## src/rtl/race_ctrl_if.sv

```systemverilog
// Signal bundle between the race sequencer and the display/HUD pipeline.
// BEST_LAP_EN adds the best_lap HUD field.
interface race_ctrl_if;
    logic       frame_tick;
    logic       btn_start;
    logic       lap_cross;
    logic       bg_visible;
    logic       track_visible;
    logic       player_visible;
    logic       player_enable;
    logic [1:0] game_state;
    logic [2:0] countdown;
    logic [3:0] lap_cnt;
    logic [9:0] race_time;
    logic       finished;
`ifdef BEST_LAP_EN
    logic [9:0] best_lap;
`endif

    modport master (
        output frame_tick, btn_start, lap_cross,
        input  bg_visible, track_visible, player_visible, player_enable,
        input  game_state, countdown, lap_cnt, race_time, finished
`ifdef BEST_LAP_EN
        , input best_lap
`endif
    );

    modport slave (
        input  frame_tick, btn_start, lap_cross,
        output bg_visible, track_visible, player_visible, player_enable,
        output game_state, countdown, lap_cnt, race_time, finished
`ifdef BEST_LAP_EN
        , output best_lap
`endif
    );
endinterface

```

## src/rtl/race_ctrl.sv

```systemverilog
// Race phase sequencer: idle -> countdown -> race -> finished, driving layer
// enables and HUD counters. Define BEST_LAP_EN to add the best-lap timer.
module race_ctrl #(
    parameter int FRAMES_PER_SEC  = 60,
    parameter int COUNTDOWN_SEC   = 3,
    parameter int LAPS            = 3,
    parameter int FINISH_HOLD_SEC = 5
) (
    input logic        pclk,
    input logic        rst,
    race_ctrl_if.slave ctrl_io
);
    localparam int PW = $clog2(FRAMES_PER_SEC);

    localparam logic [1:0] ST_IDLE      = 2'b00;
    localparam logic [1:0] ST_COUNTDOWN = 2'b01;
    localparam logic [1:0] ST_RACE      = 2'b11;
    localparam logic [1:0] ST_FINISHED  = 2'b10;
    localparam logic [9:0] TIME_MAX     = 10'd999;

    logic [1:0]    state_q, state_d;
    logic [PW-1:0] presc_q, presc_d;
    logic [5:0]    hold_q, hold_d;
    logic [2:0]    countdown_q, countdown_d;
    logic [3:0]    lap_q, lap_d;
    logic [9:0]    time_q, time_d;
    logic          finished_q, finished_d;
    logic          bg_q, track_q, player_q, enable_q;
    logic          btn_start_q;
    logic          start_edge, sec_tick;

    assign start_edge = ctrl_io.btn_start & ~btn_start_q;
    assign sec_tick   = ctrl_io.frame_tick && (presc_q == PW'(FRAMES_PER_SEC - 1));

    always_comb begin
        state_d     = state_q;
        countdown_d = countdown_q;
        lap_d       = lap_q;
        time_d      = time_q;
        hold_d      = hold_q;
        finished_d  = 1'b0;
        case (state_q)
            ST_IDLE: begin
                if (start_edge) begin
                    state_d     = ST_COUNTDOWN;
                    countdown_d = 3'(COUNTDOWN_SEC);
                    lap_d       = '0;
                    time_d      = '0;
                end
            end
            ST_COUNTDOWN: begin
                if (sec_tick) begin
                    countdown_d = countdown_q - 3'd1;
                    if (countdown_q == 3'd1) state_d = ST_RACE;
                end
            end
            ST_RACE: begin
                if (sec_tick && time_q != TIME_MAX) time_d = time_q + 10'd1;
                if (ctrl_io.lap_cross) begin
                    lap_d = lap_q + 4'd1;
                    if (lap_q == 4'(LAPS - 1)) begin
                        state_d    = ST_FINISHED;
                        finished_d = 1'b1;
                    end
                end
            end
            ST_FINISHED: begin
                // Button and hold timeout in the same cycle collapse into one exit
                if (start_edge || (sec_tick && hold_q == 6'(FINISH_HOLD_SEC - 1)))
                    state_d = ST_IDLE;
                else if (sec_tick)
                    hold_d = hold_q + 6'd1;
            end
            default: state_d = ST_IDLE;
        endcase

        presc_d = presc_q;
        if (state_d != state_q) begin
            presc_d = '0;
            hold_d  = '0;
        end else if (ctrl_io.frame_tick) begin
            presc_d = sec_tick ? '0 : presc_q + 1'b1;
        end
    end

    always_ff @(posedge pclk) begin
        // Sampled through reset so a button held across reset gives no edge
        btn_start_q <= ctrl_io.btn_start;
        if (rst) begin
            state_q     <= ST_IDLE;
            presc_q     <= '0;
            hold_q      <= '0;
            countdown_q <= '0;
            lap_q       <= '0;
            time_q      <= '0;
            finished_q  <= 1'b0;
            bg_q        <= 1'b1;
            track_q     <= 1'b0;
            player_q    <= 1'b0;
            enable_q    <= 1'b0;
        end else begin
            state_q     <= state_d;
            presc_q     <= presc_d;
            hold_q      <= hold_d;
            countdown_q <= countdown_d;
            lap_q       <= lap_d;
            time_q      <= time_d;
            finished_q  <= finished_d;
            bg_q        <= (state_d == ST_IDLE);
            track_q     <= (state_d != ST_IDLE);
            player_q    <= (state_d != ST_IDLE);
            enable_q    <= (state_d == ST_RACE);
        end
    end

    assign ctrl_io.game_state     = state_q;
    assign ctrl_io.countdown      = countdown_q;
    assign ctrl_io.lap_cnt        = lap_q;
    assign ctrl_io.race_time      = time_q;
    assign ctrl_io.finished       = finished_q;
    assign ctrl_io.bg_visible     = bg_q;
    assign ctrl_io.track_visible  = track_q;
    assign ctrl_io.player_visible = player_q;
    assign ctrl_io.player_enable  = enable_q;

`ifdef BEST_LAP_EN
    logic [9:0] lap_time_q, lap_time_d;
    logic [9:0] best_q, best_d;

    always_comb begin
        lap_time_d = lap_time_q;
        best_d     = best_q;
        if (state_q == ST_IDLE && start_edge) begin
            lap_time_d = '0;
        end else if (state_q == ST_RACE) begin
            if (ctrl_io.lap_cross) begin
                // A zero-second lap is shown as 1 so that 0 keeps meaning "no lap yet"
                if (lap_time_q < best_q || best_q == 10'd0)
                    best_d = (lap_time_q == 10'd0) ? 10'd1 : lap_time_q;
                lap_time_d = '0;
            end else if (sec_tick && lap_time_q != 10'h3FF) begin
                lap_time_d = lap_time_q + 10'd1;
            end
        end
    end

    always_ff @(posedge pclk) begin
        if (rst) begin
            lap_time_q <= '0;
            best_q     <= '0;
        end else begin
            lap_time_q <= lap_time_d;
            best_q     <= best_d;
        end
    end

    assign ctrl_io.best_lap = best_q;
`endif
endmodule
```

## src/flat_wrapper.sv

```systemverilog
// flat-port wrapper written by rule: the top's interface ports become plain ports
module race_ctrl_flat 
#(
    parameter int FRAMES_PER_SEC  = 60,
    parameter int COUNTDOWN_SEC   = 3,
    parameter int LAPS            = 3,
    parameter int FINISH_HOLD_SEC = 5
)
  (pclk, rst, ctrl_io_frame_tick, ctrl_io_btn_start, ctrl_io_lap_cross, ctrl_io_bg_visible, ctrl_io_track_visible, ctrl_io_player_visible, ctrl_io_player_enable, ctrl_io_game_state, ctrl_io_countdown, ctrl_io_lap_cnt, ctrl_io_race_time, ctrl_io_finished);
  race_ctrl_if ctrl_io_i ();
  input logic pclk;
  input logic rst;
  input wire logic [$bits(ctrl_io_i.frame_tick)-1:0] ctrl_io_frame_tick;
  input wire logic [$bits(ctrl_io_i.btn_start)-1:0] ctrl_io_btn_start;
  input wire logic [$bits(ctrl_io_i.lap_cross)-1:0] ctrl_io_lap_cross;
  output wire logic [$bits(ctrl_io_i.bg_visible)-1:0] ctrl_io_bg_visible;
  output wire logic [$bits(ctrl_io_i.track_visible)-1:0] ctrl_io_track_visible;
  output wire logic [$bits(ctrl_io_i.player_visible)-1:0] ctrl_io_player_visible;
  output wire logic [$bits(ctrl_io_i.player_enable)-1:0] ctrl_io_player_enable;
  output wire logic [$bits(ctrl_io_i.game_state)-1:0] ctrl_io_game_state;
  output wire logic [$bits(ctrl_io_i.countdown)-1:0] ctrl_io_countdown;
  output wire logic [$bits(ctrl_io_i.lap_cnt)-1:0] ctrl_io_lap_cnt;
  output wire logic [$bits(ctrl_io_i.race_time)-1:0] ctrl_io_race_time;
  output wire logic [$bits(ctrl_io_i.finished)-1:0] ctrl_io_finished;
  assign ctrl_io_i.frame_tick = ctrl_io_frame_tick;
  assign ctrl_io_i.btn_start = ctrl_io_btn_start;
  assign ctrl_io_i.lap_cross = ctrl_io_lap_cross;
  assign ctrl_io_bg_visible = ctrl_io_i.bg_visible;
  assign ctrl_io_track_visible = ctrl_io_i.track_visible;
  assign ctrl_io_player_visible = ctrl_io_i.player_visible;
  assign ctrl_io_player_enable = ctrl_io_i.player_enable;
  assign ctrl_io_game_state = ctrl_io_i.game_state;
  assign ctrl_io_countdown = ctrl_io_i.countdown;
  assign ctrl_io_lap_cnt = ctrl_io_i.lap_cnt;
  assign ctrl_io_race_time = ctrl_io_i.race_time;
  assign ctrl_io_finished = ctrl_io_i.finished;
  race_ctrl #(.FRAMES_PER_SEC(FRAMES_PER_SEC), .COUNTDOWN_SEC(COUNTDOWN_SEC), .LAPS(LAPS), .FINISH_HOLD_SEC(FINISH_HOLD_SEC)) u_core (.pclk(pclk), .rst(rst), .ctrl_io(ctrl_io_i));
endmodule
```

## config.mk

```make
export PLATFORM = sky130hd
export DESIGN_NAME = race_ctrl_flat
export DESIGN_NICKNAME = d
export VERILOG_FILES = /design/src/rtl/race_ctrl_if.sv /design/src/rtl/race_ctrl.sv /design/src/flat_wrapper.sv
export SDC_FILE = /design/constraint.sdc
export NUM_CORES = 1
export LEC_CHECK = 0
export BUFFER_PORTS_ARGS = -buffer_cell sky130_fd_sc_hd__buf_4
export CAP_MARGIN = 15
export CORE_MARGIN = 2
export CORE_UTILIZATION = 40
export DETAILED_ROUTE_END_ITERATION = 12
export HOLD_SLACK_MARGIN = 0.05
export PLACE_DENSITY = 0.7
export SYNTH_ARGS = -nofsm -noshare
export SYNTH_HDL_FRONTEND = slang
export SYNTH_SLANG_ARGS = --single-unit
```

## constraint.sdc

```tcl
create_clock -name pclk -period 2.45 [get_ports pclk]
set_clock_uncertainty 0.1 [all_clocks]
set_input_delay 0.1225 -clock pclk [delete_from_list [all_inputs] [get_ports pclk]]
set_output_delay 0.1225 -clock pclk [all_outputs]
set_load 0.1 [all_outputs]
```

# ---- After elaboration in Yosys (flattened, before gate mapping)
# Index checks and enable logic that the tools add are counted.
dict set report word_totals {
  output_inout_bits 24
  wordCells 68
  register_bits 36
  in_bits 5
}
dict set report classes {
  muxes 18
  eq_ne 14
  reduce_logical 15
  n_addsub 5
  bitwise 5
}
# cell count
set ops {}
lappend ops {{$mux W10} 2}
lappend ops {{$pmux W10 S2} 1}
lappend ops {{$add A6 B1 Y6 const B} 2}
lappend ops {{$mux W2} 6}
lappend ops {{$reduce_and A3 Y1} 4}
lappend ops {{$add A10 B1 Y10 const B} 1}
lappend ops {{$ne A10 B10 Y1 const B} 1}
lappend ops {{$mux W4} 2}
lappend ops {{$pmux W2 S4} 1}
lappend ops {{$pmux W4 S2} 1}
lappend ops {{$eq A2 B2 Y1 const B} 3}
lappend ops {{$eq A6 B3 Y1 const B} 1}
lappend ops {{$eq A6 B6 Y1 const B} 1}
lappend ops {{$mux W3} 2}
lappend ops {{$mux W6} 1}
lappend ops {{$ne A2 B1 Y1 const B} 3}
lappend ops {{$pmux W3 S2} 1}
lappend ops {{$reduce_bool A2 Y1} 3}
lappend ops {{$add A4 B1 Y4 const B} 1}
lappend ops {{$eq A4 B2 Y1 const B} 1}
lappend ops {{$logic_not A2 Y1} 2}
lappend ops {{$not A1 Y1} 4}
lappend ops {{$eq A3 B1 Y1 const B} 1}
lappend ops {{$logic_and A1 B1 Y1} 3}
lappend ops {{other kinds (9)} 9}

# ---- Logic depth before layout (Yosys ltp)
dict set report logic_depth {
  depth_word 8
  depth_mapped 7
  mapped_depth_nobuf 6
}

# ---- Worst setup path before layout
# Ideal clock, no wire load.
dict set report synth_timing {
  path_type {register to register}
  start {register u_core.state_q[1] (netlist: u_core.ctrl_io.game_state[1])}
  end {register u_core.time_q[7] (netlist: u_core.ctrl_io.race_time[7])}
  path_stages_with_launch 7
  t_arrival_ns 2.404
  path_slack_ns -0.125
  setup_time_ns 0.070
  n_path_buf 2
  path_cell_list {dfxtp_1 clkbuf_1 and2_1 a31oi_1 clkbuf_1 or4_1 a21oi_1}
}
dict set report synth_between {
  elab_chain_cells 3
  word_cells_on_any_way 7
}
# item line
set synth_rtl {}
lappend synth_rtl {{from (decl)} race_ctrl.sv:21} ;# logic [1:0] state_q, state_d;
lappend synth_rtl {{from (signal assigned)} race_ctrl.sv:102} ;# state_q <= state_d;
lappend synth_rtl {{$eq A2 B2 Y1 / $logic_not A2 Y1 (equally long branches)} race_ctrl.sv:42} ;# case (state_q)
lappend synth_rtl {{$ne A2 B1 Y1 (no line) / $reduce_bool A2 Y1 (equally long branches)} --}
lappend synth_rtl {{$reduce_and A3 Y1 (no line)} --}
lappend synth_rtl {{to (signal assigned)} race_ctrl.sv:107} ;# time_q <= time_d;
lappend synth_rtl {{to (decl)} race_ctrl.sv:26} ;# logic [9:0] time_q, time_d;
# Several ways; a longest one is shown, not always the timed one.
# A chain may end at the register's enable or synchronous reset.

# ---- Worst setup path after layout
dict set report layout_timing {
  start {register u_core.presc_q[0]}
  end {register u_core.hold_q[3]}
}
dict set report layout_between {
  elab_chain_cells 8
  word_cells_on_any_way 11
}
# item line
set layout_rtl {}
lappend layout_rtl {{from (decl)} race_ctrl.sv:22} ;# logic [PW-1:0] presc_q, presc_d;
lappend layout_rtl {{from (signal assigned)} race_ctrl.sv:103} ;# presc_q <= presc_d;
lappend layout_rtl {{$eq A6 B6 Y1 (*)} race_ctrl.sv:33} ;# assign sec_tick = ctrl_io.frame_tick && (presc_q == PW'(FRAMES_PER_SEC - 1));
lappend layout_rtl {{$logic_and A1 B1 Y1 (*)} race_ctrl.sv:33}
lappend layout_rtl {{$logic_and A1 B1 Y1} race_ctrl.sv:69} ;# if (start_edge || (sec_tick && hold_q == 6'(FINISH_HOLD_SEC - 1)))
lappend layout_rtl {{$logic_or A1 B1 Y1} race_ctrl.sv:69}
lappend layout_rtl {{$mux W2} race_ctrl.sv:69}
lappend layout_rtl {{$pmux W2 S4} race_ctrl.sv:42}
lappend layout_rtl {{$ne A2 B2 Y1} race_ctrl.sv:78} ;# if (state_d != state_q) begin
lappend layout_rtl {{$reduce_or A2 Y1 (no line)} --}
lappend layout_rtl {{to (signal assigned)} race_ctrl.sv:104} ;# hold_q <= hold_d;
lappend layout_rtl {{to (decl)} race_ctrl.sv:23} ;# logic [5:0] hold_q, hold_d;
# Mark *: on every way between the ends. The rest lies on a longest branch, timed or not.

==> results.toml <==
[run_status]
outcome = "finished, final reports clean"

[place]
placedCellCount = 295
dp_hpwl_um = 2972
gp_congestion = 0.8289
place_ws_ns = 0.2122
io_buffers = 28

[clock_tree]
cts_buffers = 5
cts_root_buf = "clkbuf_8"
cts_num_sinks = 36
clkTransAtPathRegs_ns = 0.07
cts_tree = "yes"
clk_latency_ns = 0.28
clk_path_buf_depth = 2
ctsResizeCount = 0
htree_num_levels = 2

[worst_setup_path]
crit_arrival_ns = 2.35
rrSetupSlack_ns = 0.19
critPathKind = "register to register"
critPathSlowestCell = "or4_1"
path_max_fanout = 10
start_kind = "register"
crit_required_ns = 2.54
cpPeakStageDelay_ns = 0.51
crit_path_end_kind = "register"
crit_chain = "ha_1 > and3_1 > nand4_1 > or4_1 > a211oi_1"

[grt]
antenna_found_initial = 0
grt_max_degree = 15
grt.total_usage = 0.1601
grt_pass1_wl_um = 6810
overflow = 0
grt_pass1_vias = 1527

[routing]
drc = 0
drt-total-wl_um = 4200
ant_nets = 0
drtPass1Iterations = 4
drt-initial-drc-count = 76
wl_per_cell_um = 13.77
viasPerCell = 5.711
num_vias = 1742

[power_and_ir_drop]
switching_power_mw = 0.3312
p_int_mw = 0.9344
fin_total_pwr_mw = 1.266
power_frac_clock = 0.413
peakVddDrop_mv = 0.2969
pwr-share-comb = 0.110
pwr-share-seq = 0.478
swShare = 0.2617
p_per_area_mw_per_mm2 = 556.4
p_leak_nw = 0.8274

[finish]
instances_no_fill = 305
finalNetCount = 263
layout-drive-gt1-share = 0.1873
final_core_util = 0.4881
n_antenna_cell = 0
area_growth_pct = 19.37

[floorplanning]
io_pins = 29
initial_core_util = 0.4089
core_mm2 = 0.004661
dieArea_mm2 = 0.005332
rows = 25
die_h_um = 73.02
die_w_um = 73.02

[synth]
ys.warnings.count = 0
synthesis.area_mm2 = 0.001906
synth_seq_area_share = 0.3782
synth-async-reset-ratio = 0
ys_types = 49
ys_ff_latch = 36
synth_fp_nets = 236
syn_inst = 223
synthFlopType = "dfxtp_1"
syn_area_per_cell_um2 = 8.545
synth_edf_count = 0

[timing]
period_share = 0.9224
tightest_slew_ns = 0.9815
setup_tns_ns = 0
final_max_slew_viol_count = 0
rsz0062_at_grt = "false"
layout_min_cycle_time_ns = 2.260
setup_viol = 0
hold_viol = 0
max_freq_ghz = 0.4425
finalWorstSetupSlack_ns = 0.1902
slew_headroom = 0.3426

[min_path]
hold_class = "input pin to register"

[job]
maxCapViolations = 0
-- through the flow --
stage,cell area [µm²],hold WS [ns]
after floorplan,1908,0.05022
after global placement,2143,0.1666
after detailed placement,2143,0.1642
after CTS,2275,0.09557
after global routing,2275,0.1318
final,2275,0.09654
-- critical path: cells and delay by family, from the launching register on --
kind	cells	cell delay (ns)
adders and majority gates	1	0.21
AOI/OAI and AO/OA	1	0.26
DFF	1	0.37
and+or+nand+nor	3	1.23
-- synthesized netlist by cell type, types with 4 or more instances --
cell type / count / area [µm²]
o21ai_0: 7 / 35.03
nand3_1: 10 / 50.05
buf_2: 4 / 20.02
o31ai_1: 10 / 75.07
or4_1: 9 / 67.56
or3_1: 5 / 31.28
nor3_1: 7 / 35.03
nor2_1: 11 / 41.29
dfxtp_1: 36 / 720.7
inv_1: 12 / 45.04
ha_1: 8 / 100.1
a21oi_1: 13 / 65.06
a211oi_1: 7 / 52.55
nand2_1: 17 / 63.81
nand4_1: 8 / 50.05
mux2i_1: 4 / 40.04
clkbuf_1: 7 / 26.28
-- flip-flops by register name (all words and copies together) (netlist names) --
name / flops
u_core.presc_q: 6
u_core.btn_start_q: 1
u_core.ctrl_io.bg_visible: 1
u_core.hold_q: 6
u_core.ctrl_io.lap_cnt: 4
u_core.ctrl_io.race_time: 10
u_core.ctrl_io.countdown: 3
u_core.ctrl_io.game_state: 2
u_core.ctrl_io.track_visible: 1
u_core.ctrl_io.finished: 1
u_core.ctrl_io.player_enable: 1
-- per-layer routing --
layer	vias up	GRT usage	part of all wire
met5	-	0	0
met4	0	0.05144	0.010
met3	4	0.03591	0.052
met2	43	0.2653	0.47
met1	809	0.2054	0.47
li1	886	-	-
-- layout by cell type, fill, tap and decap left out, types with 2 or more instances in the layout --
cell type / instances
a211oi_1: 7
a21oi_1: 13
a31oi_1: 2
and2_1: 3
and3_1: 3
and4_1: 3
buf_4: 31
clkbuf_8: 5
dfxtp_1: 34
dfxtp_2: 2
dlygate4sd3_1: 2
ha_1: 8
inv_1: 12
mux2i_1: 4
nand2_1: 17
nand2b_1: 3
nand3_1: 10
nand4_1: 8
nand4bb_1: 2
nor2_1: 11
nor3_1: 7
nor4_1: 2
o21ai_0: 7
o31ai_1: 10
or2_2: 3
or3_1: 5
or4_1: 9
xnor2_1: 2
xor2_1: 3
-- final timing paths --
kind / from / end / cells after the start
worst min-delay path: ctrl_io_frame_tick / u_core.presc_q[1]$_SDFFE_PP0P_ / 3
worst max-delay path: u_core.presc_q[0]$_SDFFE_PP0P_ / u_core.hold_q[3]$_SDFFE_PP0P_ / 5
worst max register to register: u_core.presc_q[0]$_SDFFE_PP0P_ / u_core.hold_q[3]$_SDFFE_PP0P_ / 5
worst min register to register: u_core.ctrl_io.race_time[8]$_SDFFE_PP0P_ / u_core.ctrl_io.race_time[8]$_SDFFE_PP0P_ / 2
-- power groups by stage --
stage                     clock [mW]  combinational, mW  sequential (mW)
final                          0.522              0.139            0.605
after global routing           0.560              0.148            0.607
after CTS                      0.540              0.140            0.605
after detailed placement           0              0.137            0.619
after global placement             0              0.136            0.618
after floorplan                    0             0.0577            0.665
-- logic make-up after synthesis --
family                   Yosys count  synth area share
multiplexers                       5           0.02692
XOR/XNOR                           5           0.02299
AO/OA/AOI/OAI                     47            0.1602
adder cells (fa/ha/maj)            8           0.05253
buffers and inverters             25           0.05778
AND/OR/NAND/NOR                   97            0.3014
flip-flops                        36            0.3782
-- cell type report --
class,count,area [µm²]
timing repair buffer,33,252.7
fill,448,2386
clock inverter,3,42.54
multi-input combinational,162,1075
tap,54,67.56
clock buffer,5,68.82
inverter,12,45.04
sequential,36,723.2
-- repair_timing --
action                                 4_1_cts  5_1_grt
hold buffers                                 2        0
endpoints found under the hold margin        8        0
setup endpoints to repair                    0        0
buffers inserted                             0        0
Power figures use the tool's default switching activity.
